`src/rtl/sd_request_arbiter_pkg.sv`:
```
// sd_arb_pkg: shared state/direction types and index helpers for sd_request_arbiter.
package sd_arb_pkg;
    localparam int LBA_W = 32;
    typedef enum logic [1:0] {ST_IDLE, ST_ISSUE, ST_WAIT_ACK, ST_XFER} state_t;
    typedef enum logic {DIR_RD, DIR_WR} dir_t;
    function automatic int idx_w(input int n);
        return (n > 1) ? $clog2(n) : 1;
    endfunction
    function automatic int wrap_add(input int a, input int b, input int n);
        return (a + b) % n;
    endfunction
endpackage

```
`src/rtl/sd_request_arbiter_if.sv`:
```
// sd_request_arbiter_if: requester and hps_io sd_* signals; slave = arbiter side, master = environment side.
interface sd_request_arbiter_if
    import sd_arb_pkg::*;
#(
    parameter int NDRV = 4
);
    logic [NDRV*LBA_W-1:0] req_lba, sd_lba;
    logic [NDRV-1:0] req_rd, req_wr, req_done, req_err, req_busy, buf_wr, sd_rd, sd_wr, sd_ack;
    logic sd_buff_wr, active;
    modport slave (
        input  req_lba, req_rd, req_wr, sd_ack, sd_buff_wr,
        output req_done, req_err, req_busy, buf_wr, sd_lba, sd_rd, sd_wr, active
    );
    modport master (
        output req_lba, req_rd, req_wr, sd_ack, sd_buff_wr,
        input  req_done, req_err, req_busy, buf_wr, sd_lba, sd_rd, sd_wr, active
    );
endinterface

```
`src/rtl/sd_request_arbiter_rr_pick.sv`:
```
// rr_pick: combinational round-robin priority encoder, first pending slot at or after i_rr.
module rr_pick
    import sd_arb_pkg::*;
#(
    parameter int NDRV = 4,
    localparam int IW = idx_w(NDRV)
) (
    input  logic [NDRV-1:0] i_pend,
    input  logic [IW-1:0]   i_rr,
    output logic            o_hit,
    output logic [IW-1:0]   o_idx
);
    assign o_hit = |i_pend;
    // Scan farthest-first so the slot nearest to i_rr is the last (winning) assignment.
    always_comb begin
        o_idx = '0;
        for (int k = NDRV - 1; k >= 0; k--)
            if (i_pend[wrap_add(int'(i_rr), k, NDRV)]) o_idx = IW'(wrap_add(int'(i_rr), k, NDRV));
    end
endmodule

```
`src/rtl/sd_request_arbiter.sv`:
```
// sd_request_arbiter: serialises per-drive sector requests onto hps_io sd_rd/sd_wr, one at a time, round-robin.
// Define SD_TIMEOUT_EN to add an sd_ack watchdog that aborts stalled transfers with req_err.
module sd_request_arbiter
    import sd_arb_pkg::*;
#(
    parameter int NDRV = 4
`ifdef SD_TIMEOUT_EN
    , parameter logic [23:0] ACK_TIMEOUT = 24'd12000000
`endif
) (
    input  logic sysclk,
    input  logic rstn,
    sd_request_arbiter_if.slave bus
);
    localparam int IW = idx_w(NDRV);
    state_t r_state;
    dir_t r_dir;
    logic [IW-1:0] r_idx, r_rr, w_idx;
    logic [LBA_W-1:0] r_lba;
    logic [NDRV*LBA_W-1:0] r_sd_lba;
    logic [NDRV-1:0] r_sd_rd, r_sd_wr, r_busy, r_done, r_err, r_ack_q, w_pend;
    logic w_hit, w_ack, w_ack_ok, w_fall, w_end, w_to;

    assign w_pend = bus.req_rd | bus.req_wr;
    assign w_ack  = bus.sd_ack[r_idx];
    assign w_fall = r_ack_q[r_idx] & ~w_ack;
    assign w_end  = (r_state == ST_XFER) && w_fall;

    rr_pick #(.NDRV(NDRV)) u_pick (.i_pend(w_pend), .i_rr(r_rr), .o_hit(w_hit), .o_idx(w_idx));

`ifdef SD_TIMEOUT_EN
    logic [23:0] r_cnt;
    assign w_to = (r_cnt == ACK_TIMEOUT);
    // A late ack left high from an aborted transfer must fall before it can count again.
    assign w_ack_ok = w_ack & ~r_ack_q[r_idx];
    always_ff @(posedge sysclk or negedge rstn)
        if (!rstn) r_cnt <= '0;
        else if ((r_state != ST_WAIT_ACK && r_state != ST_XFER) || w_to || (w_ack ^ r_ack_q[r_idx]) || bus.sd_buff_wr)
            r_cnt <= '0;
        else r_cnt <= r_cnt + 24'd1;
`else
    assign w_to = 1'b0;
    assign w_ack_ok = w_ack;
`endif

    always_ff @(posedge sysclk or negedge rstn) begin
        if (!rstn) begin
            r_state  <= ST_IDLE;
            r_dir    <= DIR_RD;
            r_idx    <= '0;
            r_rr     <= '0;
            r_lba    <= '0;
            r_sd_lba <= '0;
            r_sd_rd  <= '0;
            r_sd_wr  <= '0;
            r_busy   <= '0;
            r_done   <= '0;
            r_err    <= '0;
            r_ack_q  <= '0;
        end else begin
            r_ack_q <= bus.sd_ack;
            r_done  <= '0;
            r_err   <= '0;
            case (r_state)
                ST_IDLE: if (w_hit) begin
                    r_idx         <= w_idx;
                    r_lba         <= bus.req_lba[LBA_W*w_idx +: LBA_W];
                    r_dir         <= bus.req_rd[w_idx] ? DIR_RD : DIR_WR;
                    r_busy[w_idx] <= 1'b1;
                    r_state       <= ST_ISSUE;
                end
                ST_ISSUE: begin
                    r_sd_lba[LBA_W*r_idx +: LBA_W] <= r_lba;
                    r_sd_rd[r_idx] <= (r_dir == DIR_RD);
                    r_sd_wr[r_idx] <= (r_dir == DIR_WR);
                    r_state        <= ST_WAIT_ACK;
                end
                ST_WAIT_ACK, ST_XFER: if (w_end || w_to) begin
                    r_sd_rd        <= '0;
                    r_sd_wr        <= '0;
                    r_sd_lba       <= '0;
                    r_busy[r_idx]  <= 1'b0;
                    r_done[r_idx]  <= w_end;
                    r_err[r_idx]   <= ~w_end;
                    r_rr           <= (r_idx == IW'(NDRV - 1)) ? '0 : r_idx + IW'(1);
                    r_state        <= ST_IDLE;
                end else if (r_state == ST_WAIT_ACK && w_ack_ok) begin
                    r_sd_rd <= '0;
                    r_sd_wr <= '0;
                    r_state <= ST_XFER;
                end
                default: r_state <= ST_IDLE;
            endcase
        end
    end

    assign bus.sd_rd    = r_sd_rd;
    assign bus.sd_wr    = r_sd_wr;
    assign bus.sd_lba   = r_sd_lba;
    assign bus.req_busy = r_busy;
    assign bus.req_done = r_done;
    assign bus.req_err  = r_err;
    assign bus.active   = (r_state != ST_IDLE);
    assign bus.buf_wr   = (r_state == ST_XFER && bus.sd_buff_wr && w_ack) ? NDRV'(1) << r_idx : '0;
endmodule

```
`src/flat_wrapper.sv`:
```
// flat-port wrapper written by rule: the top's interface ports become plain ports
module sd_request_arbiter_flat import sd_arb_pkg::*;
#(
    parameter int NDRV = 4

)
  (sysclk, rstn, bus_req_lba, bus_req_rd, bus_req_wr, bus_sd_ack, bus_sd_buff_wr, bus_req_done, bus_req_err, bus_req_busy, bus_buf_wr, bus_sd_lba, bus_sd_rd, bus_sd_wr, bus_active);
  sd_request_arbiter_if #(.NDRV(NDRV)) bus_i ();
  input  logic sysclk;
  input  logic rstn;
  input wire logic [$bits(bus_i.req_lba)-1:0] bus_req_lba;
  input wire logic [$bits(bus_i.req_rd)-1:0] bus_req_rd;
  input wire logic [$bits(bus_i.req_wr)-1:0] bus_req_wr;
  input wire logic [$bits(bus_i.sd_ack)-1:0] bus_sd_ack;
  input wire logic [$bits(bus_i.sd_buff_wr)-1:0] bus_sd_buff_wr;
  output wire logic [$bits(bus_i.req_done)-1:0] bus_req_done;
  output wire logic [$bits(bus_i.req_err)-1:0] bus_req_err;
  output wire logic [$bits(bus_i.req_busy)-1:0] bus_req_busy;
  output wire logic [$bits(bus_i.buf_wr)-1:0] bus_buf_wr;
  output wire logic [$bits(bus_i.sd_lba)-1:0] bus_sd_lba;
  output wire logic [$bits(bus_i.sd_rd)-1:0] bus_sd_rd;
  output wire logic [$bits(bus_i.sd_wr)-1:0] bus_sd_wr;
  output wire logic [$bits(bus_i.active)-1:0] bus_active;
  assign bus_i.req_lba = bus_req_lba;
  assign bus_i.req_rd = bus_req_rd;
  assign bus_i.req_wr = bus_req_wr;
  assign bus_i.sd_ack = bus_sd_ack;
  assign bus_i.sd_buff_wr = bus_sd_buff_wr;
  assign bus_req_done = bus_i.req_done;
  assign bus_req_err = bus_i.req_err;
  assign bus_req_busy = bus_i.req_busy;
  assign bus_buf_wr = bus_i.buf_wr;
  assign bus_sd_lba = bus_i.sd_lba;
  assign bus_sd_rd = bus_i.sd_rd;
  assign bus_sd_wr = bus_i.sd_wr;
  assign bus_active = bus_i.active;
  sd_request_arbiter #(.NDRV(NDRV)) u_core (.sysclk(sysclk), .rstn(rstn), .bus(bus_i));
endmodule
```
`config.mk`:
```
export PLATFORM = sky130hd
export DESIGN_NAME = sd_request_arbiter_flat
export DESIGN_NICKNAME = d
export VERILOG_FILES = /design/src/rtl/sd_request_arbiter_pkg.sv /design/src/rtl/sd_request_arbiter_if.sv /design/src/rtl/sd_request_arbiter_rr_pick.sv /design/src/rtl/sd_request_arbiter.sv /design/src/flat_wrapper.sv
export SDC_FILE = /design/constraint.sdc
export NUM_CORES = 1
export LEC_CHECK = 0
export ABC_AREA = 1
export BUFFER_PORTS_ARGS = -buffer_cell sky130_fd_sc_hd__buf_2
export CAP_MARGIN = 20
export CELL_PAD_IN_SITES_DETAIL_PLACEMENT = 1
export CELL_PAD_IN_SITES_GLOBAL_PLACEMENT = 1
export CORE_MARGIN = 3
export CORE_UTILIZATION = 33
export CTS_BUF_LIST = sky130_fd_sc_hd__clkbuf_16
export DETAILED_ROUTE_END_ITERATION = 12
export PLACE_DENSITY = 0.82
export SYNTH_ARGS = -nofsm -noshare
export SYNTH_HDL_FRONTEND = slang
export SYNTH_SLANG_ARGS = --single-unit
```
`constraint.sdc`:
```
create_clock -name sysclk -period 1.7 [get_ports sysclk]
set_input_delay 0.17 -clock sysclk [delete_from_list [all_inputs] [get_ports sysclk]]
set_output_delay 0.17 -clock sysclk [all_outputs]
set_load 0.1 [all_outputs]
```
### Yosys cells after proc, flatten, opt, wreduce, memory -nomap -nowiden

Cells that the tools add are included.

| operators by class | value |
|---|---|
| add/sub/neg operators | 5 |
| multiply operators | 0 |
| div/mod/pow operators | 0 |
| order comparisons | 8 |
| equal/unequal tests | 7 |
| shift-type cells | 4 |
| mux-type cells | 48 |
| bitwise operators | 13 |
| reduce and logical (&&, ||, !) cells | 21 |

Operator list:

| cell | count |
|---|---|
| 128-bit case mux with 2 select lines | 1 |
| 128-bit bitwise mux | 1 |
| 128-bit 2-to-1 mux | 1 |
| 32-bit by 34-bit variable shift with 128-bit output, first input constant | 1 |
| 128-bit by 8-bit indexed part select with 32-bit output | 1 |
| 32-bit by 34-bit indexed part select with 128-bit output | 1 |
| 4-bit 2-to-1 mux | 9 |
| 7-bit negation with 34-bit output | 1 |
| 4-bit case mux with 2 select lines | 3 |
| 2-bit 2-to-1 mux | 8 |
| 1-bit binary-select mux with 2-bit select | 7 |
| 1-bit 2-to-1 mux | 13 |
| 4-bit bitwise AND | 3 |
| 3-bit by 4-bit less-than comparator with 1-bit output, second input constant | 3 |
| 2-bit AND reduction | 5 |
| 2-bit by 3-bit less-than comparator with 1-bit output, second input constant | 3 |
| 4-bit bitwise mux | 2 |
| 4-bit bitwise OR | 2 |
| 2-bit OR reduction | 4 |
| 2-bit == test, second input constant | 3 |
| 1-bit logical AND | 6 |
| 2-bit case mux with 3 select lines | 1 |
| 2-bit nonzero test | 3 |
| 2-bit by 1-bit adder with 2-bit output, second input constant | 2 |
| 15 further kinds | 22 |

| storage, ports and cells | value |
|---|---|
| flip-flop bits (word level) | 191 |
| bits in latches | 0 |
| RAM bits | 0 |
| memory bits (read-only) | 0 |
| bits of input ports | 143 |
| word-level logic and storage cells | 118 |
| memories kept | 0 |

### Logic depth before layout (Yosys ltp)

| logic depth | value |
|---|---|
| word-level depth | 17 |
| depth in mapped cells | 18 |
| mapped depth without buffers | 16 |

### By module

Synthesis repeated with hierarchy kept, for this count alone.

| unflattened totals | value |
|---|---|
| cell total of the unflattened synthesis | 1072 |
| area total of the unflattened synthesis | 8919.8 um^2 |

By module, submodules not included:

| module | instances | cells an instance | area each (um^2) |
|---|---|---|---|
| sd_request_arbiter | 1 | 1026 | 8730.9 |
| rr_pick | 1 | 46 | 188.9 |

### Worst setup path after synthesis

No wires, ideal clock.

| path | value |
|---|---|
| path kind | reg-to-output |
| from | register u_core.r_idx[1] |
| to | output port bus_buf_wr[0] |
| arrival time | 2.136 ns |
| slack | -0.606 ns |
| cell stages (with the launch flop) | 5 |
| cells stage by stage | dfrtp_1 inv_1 ha_1 inv_1 nor2_1 |

| between the ends | value |
|---|---|
| cells in the longest elaborated chain, start to end | 4 |
| elaborated cells between the ends (all ways) | 5 |
| those cells by class | shift: 1; mux: 3; reduce/logical: 1 |

RTL lines:

| element | line | text |
|---|---|---|
| from (decl) | sd_request_arbiter.sv:18 | `logic [IW-1:0] r_idx, r_rr, w_idx;` |
| from (signal assigned) | sd_request_arbiter.sv:66 | `r_idx <= w_idx;` |
| 1-bit binary-select mux with 2-bit select | sd_request_arbiter.sv:25 | `assign w_ack = bus.sd_ack[r_idx];` |
| 1-bit 2-to-1 mux (not written as such) | sd_request_arbiter.sv:25 |  |
| 1-bit logical AND | sd_request_arbiter.sv:104 | `assign bus.buf_wr = (r_state == ST_XFER && bus.sd_buff_wr && w_ack) ? NDRV'(1) << r_idx : '0;` |
| 4-bit 2-to-1 mux (*) | sd_request_arbiter.sv:104 |  |
| to (decl) | flat_wrapper.sv:19 | `output wire logic [$bits(bus_i.buf_wr)-1:0] bus_buf_wr;` |

Mark *: on every way between the ends. The rest lies on a longest branch, timed or not. The select of a mux whose other input is x is not followed.

### Worst setup path after layout

| path | value |
|---|---|
| from | register u_core.r_idx[0] |
| to | register u_core.r_sd_lba[124], in the netlist u_core.bus.sd_lba[124] |

| between the ends | value |
|---|---|
| cells in the longest elaborated chain, start to end | 7 |
| elaborated cells between the ends (all ways) | 14 |
| those cells by class | add/sub: 1; eq/ne: 1; shift: 2; mux: 6; bitwise: 2; reduce/logical: 2 |

RTL lines:

| element | line | text |
|---|---|---|
| branches (longest 7 deep; another with 7-bit negation with 34-bit output) | -- |  |
| to (signal, indexed assignment) | sd_request_arbiter.sv:73 | `r_sd_lba[LBA_W*r_idx +: LBA_W] <= r_lba;` |
| to (decl) | sd_request_arbiter.sv:20 | `logic [NDRV*LBA_W-1:0] r_sd_lba;` |

Parallel ways; which one is timed is not known. The select of a mux whose other input is x is not followed.
A chain may end at the register's enable or synchronous reset.

==> impl_metrics.py <==
metrics = {
    "floorplanning": {
        "core_sq_um": 28860,
        "die_width_um": 177.6,
        "placementRows": 62,
        "die_area_sq_um": 31560,
        "initial_core_util": 0.3369,
        "die_h_um": 177.6,
        "num_io_pins": 296,
    },
    "synthesis": {
        "async_flop_share": 1.000,
        "synth_top_area_cell": "dfrtp_1",
        "yosys.area.top_type_share": 0.4916,
        "synthFlopType": "dfrtp_1",
        "synthTopCellsByArea": "dfrtp_1 49%, nand2_1 19%, nand3_1 7.6%",
        "synth-edff-count": 0,
        "syn_area_sq_um": 9722,
        "yosysWarningCount": 0,
        "synth_cell_types": 31,
        "netlist_instances": 1304,
        "ys_seq_elements": 191,
        "ys_seq_area_frac": 0.4916,
        "postSynthAreaPerCell_sq_um": 7.455,
    },
    "grt": {
        "track_usage": 0.2822,
        "grt-ovfl-total": 0,
        "grt_max_degree": 55,
        "grt_pass1_wl_mm": 68.72,
        "antenna_found_initial": 0,
        "grt_pass1_vias": 11840,
    },
    "outcome": {
        "violations": "setup timing",
        "status": "complete, but fails checks",
    },
    "setup_path": {
        "slowest_stage": "dfrtp_2",
        "rr_worst_depth": 14,
        "critPathMaxFanout": 8,
        "timing.rr.end": "u_core.bus.sd_lba[124]$_DFFE_PN0P_",
        "rr_startpoint": "u_core.r_idx[0]$_DFFE_PN0P_",
        "critical_path_class": "reg2reg",
        "startpoint_type": "register",
        "worstSetupEndpointType": "register",
        "worst_ep_required_time_ns": 2.04,
        "worstPathArrival_ns": 2.69,
        "regToRegSetupSlack_ns": -0.65,
        "startpoint": "u_core.r_idx[0]$_DFFE_PN0P_",
        "slowest_delay_ns": 0.47,
        "worstPathCellList": "buf_12 > nor2_4 > nor2_1 > o21ai_1 > o21ai_1 > nand3_2 > inv_4 > nor2_8 > buf_6 > a21oi_4 > buf_6 > buf_12 > nor2_1 > a21oi_1",
    },
    "cts": {
        "clockRootBuffer": "clkbuf_16",
        "path_clk_slew_ns": 0.08,
        "tritoncts_num_sinks": 191,
        "cts_made_buffers": 17,
        "cts.htree.levels": 4,
        "insertion_delay_ns": 0.45,
        "clock_path_buffers": 2,
        "tritoncts": "yes",
    },
    "min_path": {
        "hold_depth": 7,
        "min_to": "u_core.r_lba[18]$_DFFE_PN0P_",
        "hp-class": "in2reg",
        "hold_start": "bus_req_lba[82]",
    },
    "drt": {
        "drt-wirelength-per-cell_um": 23.99,
        "vias_per_cell": 5.374,
        "finalWirelength_mm": 50.94,
        "drtIter0Drc": 766,
        "drt-pass1-iter-count": 5,
        "ant_nets": 0,
        "drc_errors": 0,
        "vias": 11410,
    },
    "sta": {
        "maxSlewHeadroom": 0.6348,
        "fmax_ghz": 0.4250,
        "worst_pin_slew_ns": 0.5516,
        "holdWs_ns": 0.1485,
        "fin_crit_ns": 2.353,
        "fin_crit_sh": 1.384,
        "hold_viol": 0,
        "rsz0062_at_grt": "true",
        "finClkSkew_ns": 0.01325,
        "worst_slack_ns": -0.6530,
        "maxSlewViolCount": 0,
        "setup_violations": 188,
    },
    "finish": {
        "diodes": 0,
        "layout-drive-gt1-share": 0.5055,
        "areaGrowthSynthToFinish_pct": 68.44,
        "fin_nets": 1873,
        "nFillCells": 3337,
    },
    "place": {
        "portBuffers": 295,
        "place.gp.congestion": 0.8748,
        "hpwl_mm": 26.25,
    },
    "job": {
        "cap_violations": 0,
    },
}
## kinds of logic after synthesis
group / synth area share
simple gates: 0.3120
buf+inv: 0.09550
flops: 0.4916
compound gates: 0.09537
fa+ha+maj: 0.005148
other cells: 0.0003857
## cell usage after synthesis (2+ instances only)
cell type	instances
nand4_1	3
nand2_2	3
o21ai_0	58
a21oi_1	34
nand2_1	493
a21oi_2	28
nand3_2	2
inv_1	124
nor2_1	82
buf_4	11
buf_6	7
o21ai_1	35
inv_2	5
nor3_2	2
dfrtp_1	191
clkbuf_1	28
buf_2	34
a21oi_4	2
nand3_1	147
ha_1	4
## what timing repair did
action / CTS / global route
buffers inserted: 29 / 29
cloned: 32 / 15
hold buffers: 5 / 0
resized for setup: 200 / 264
pin swaps: 111 / 90
endpoints found under the hold margin: 52 / 0
endpoints found under the setup margin: 178 / 188
## sequential cells by signal, summed over array words and instances (netlist names), 4 cells and up
register and count:
u_core.bus.req_done 4, u_core.bus.sd_lba 128, u_core.r_lba 32, u_core.bus.req_err 4, u_core.bus.sd_wr 4, u_core.bus.sd_rd 4
u_core.bus.req_busy 4, u_core.r_ack_q 4
## worst max-delay path, delay by kind of cell, from the launching register on
kind	cells	cell delay, ns
compound gates	4	0.64
flops	1	0.47
buf+inv	5	0.70
simple gates	5	0.43
## through the flow
step	cell area (sq um)	utilization	worst slack (ns)	setup TNS, ns	std cells
floorplan	10110	-	-0.1978	-19.58	1307
finish	16380	0.5675	-0.6530	-86.24	2123
CTS	15050	0.5214	-0.4258	-50.69	2092
global route	16380	0.5675	-0.7421	-99.66	2123
detailed placement	12570	0.4356	-0.2755	-28.70	1994
global placement	12570	0.4356	-0.1761	-19.35	1994
## layout by cell type (no fill, tap or decap), types with 5 or more instances in the layout
master / count
o21ai_1: 22
nor2_2: 8
a21oi_1: 20
buf_16: 24
inv_4: 6
nand3_1: 46
nand2_2: 99
dlygate4sd3_1: 5
buf_12: 44
inv_2: 7
clkbuf_16: 29
nor2_1: 32
nor2_4: 44
buf_8: 9
nand2_1: 376
buf_4: 62
o21ai_2: 28
buf_2: 289
nand2_8: 5
a21oi_2: 40
nand2_4: 18
nand3_2: 92
o21ai_0: 43
buf_6: 33
dfrtp_1: 189
inv_1: 116
nand3_4: 11
## layer usage
metal  vias up  part of all wire  track usage
li1       4952                 -            -
met1      5655              0.38       0.3469
met2       583              0.50       0.4860
met3       220             0.052      0.04129
met4         0             0.073       0.1342
met5         -                 0            0
## cell type report
type	count	area [sq um]	share of cell area
multi-input cells	907	5648	0.3449
repair buffers	479	4324	0.2641
inverters	130	524.3	0.03201
clock buffers	17	425.4	0.02598
flip-flops and latches	191	4782	0.2920
clock inverters	15	191.4	0.01169
well taps	384	480.5	0.02934
## worst max-delay path by stage
stage,to,slack [ns],depth (start not counted)
final,u_core.bus.sd_lba[124]$_DFFE_PN0P_,-0.65,14
after global placement,u_core.r_lba[16]$_DFFE_PN0P_,-0.18,15
after global routing,u_core.bus.sd_lba[124]$_DFFE_PN0P_,-0.74,14
after floorplan,bus_buf_wr[0],-0.20,5
after CTS,bus_buf_wr[1],-0.43,7
after detailed placement,u_core.r_lba[17]$_DFFE_PN0P_,-0.28,16
Power is left out: the tool's default activity adds up to more than one toggle a clock period on the data nets, which glitch-free logic cannot reach.
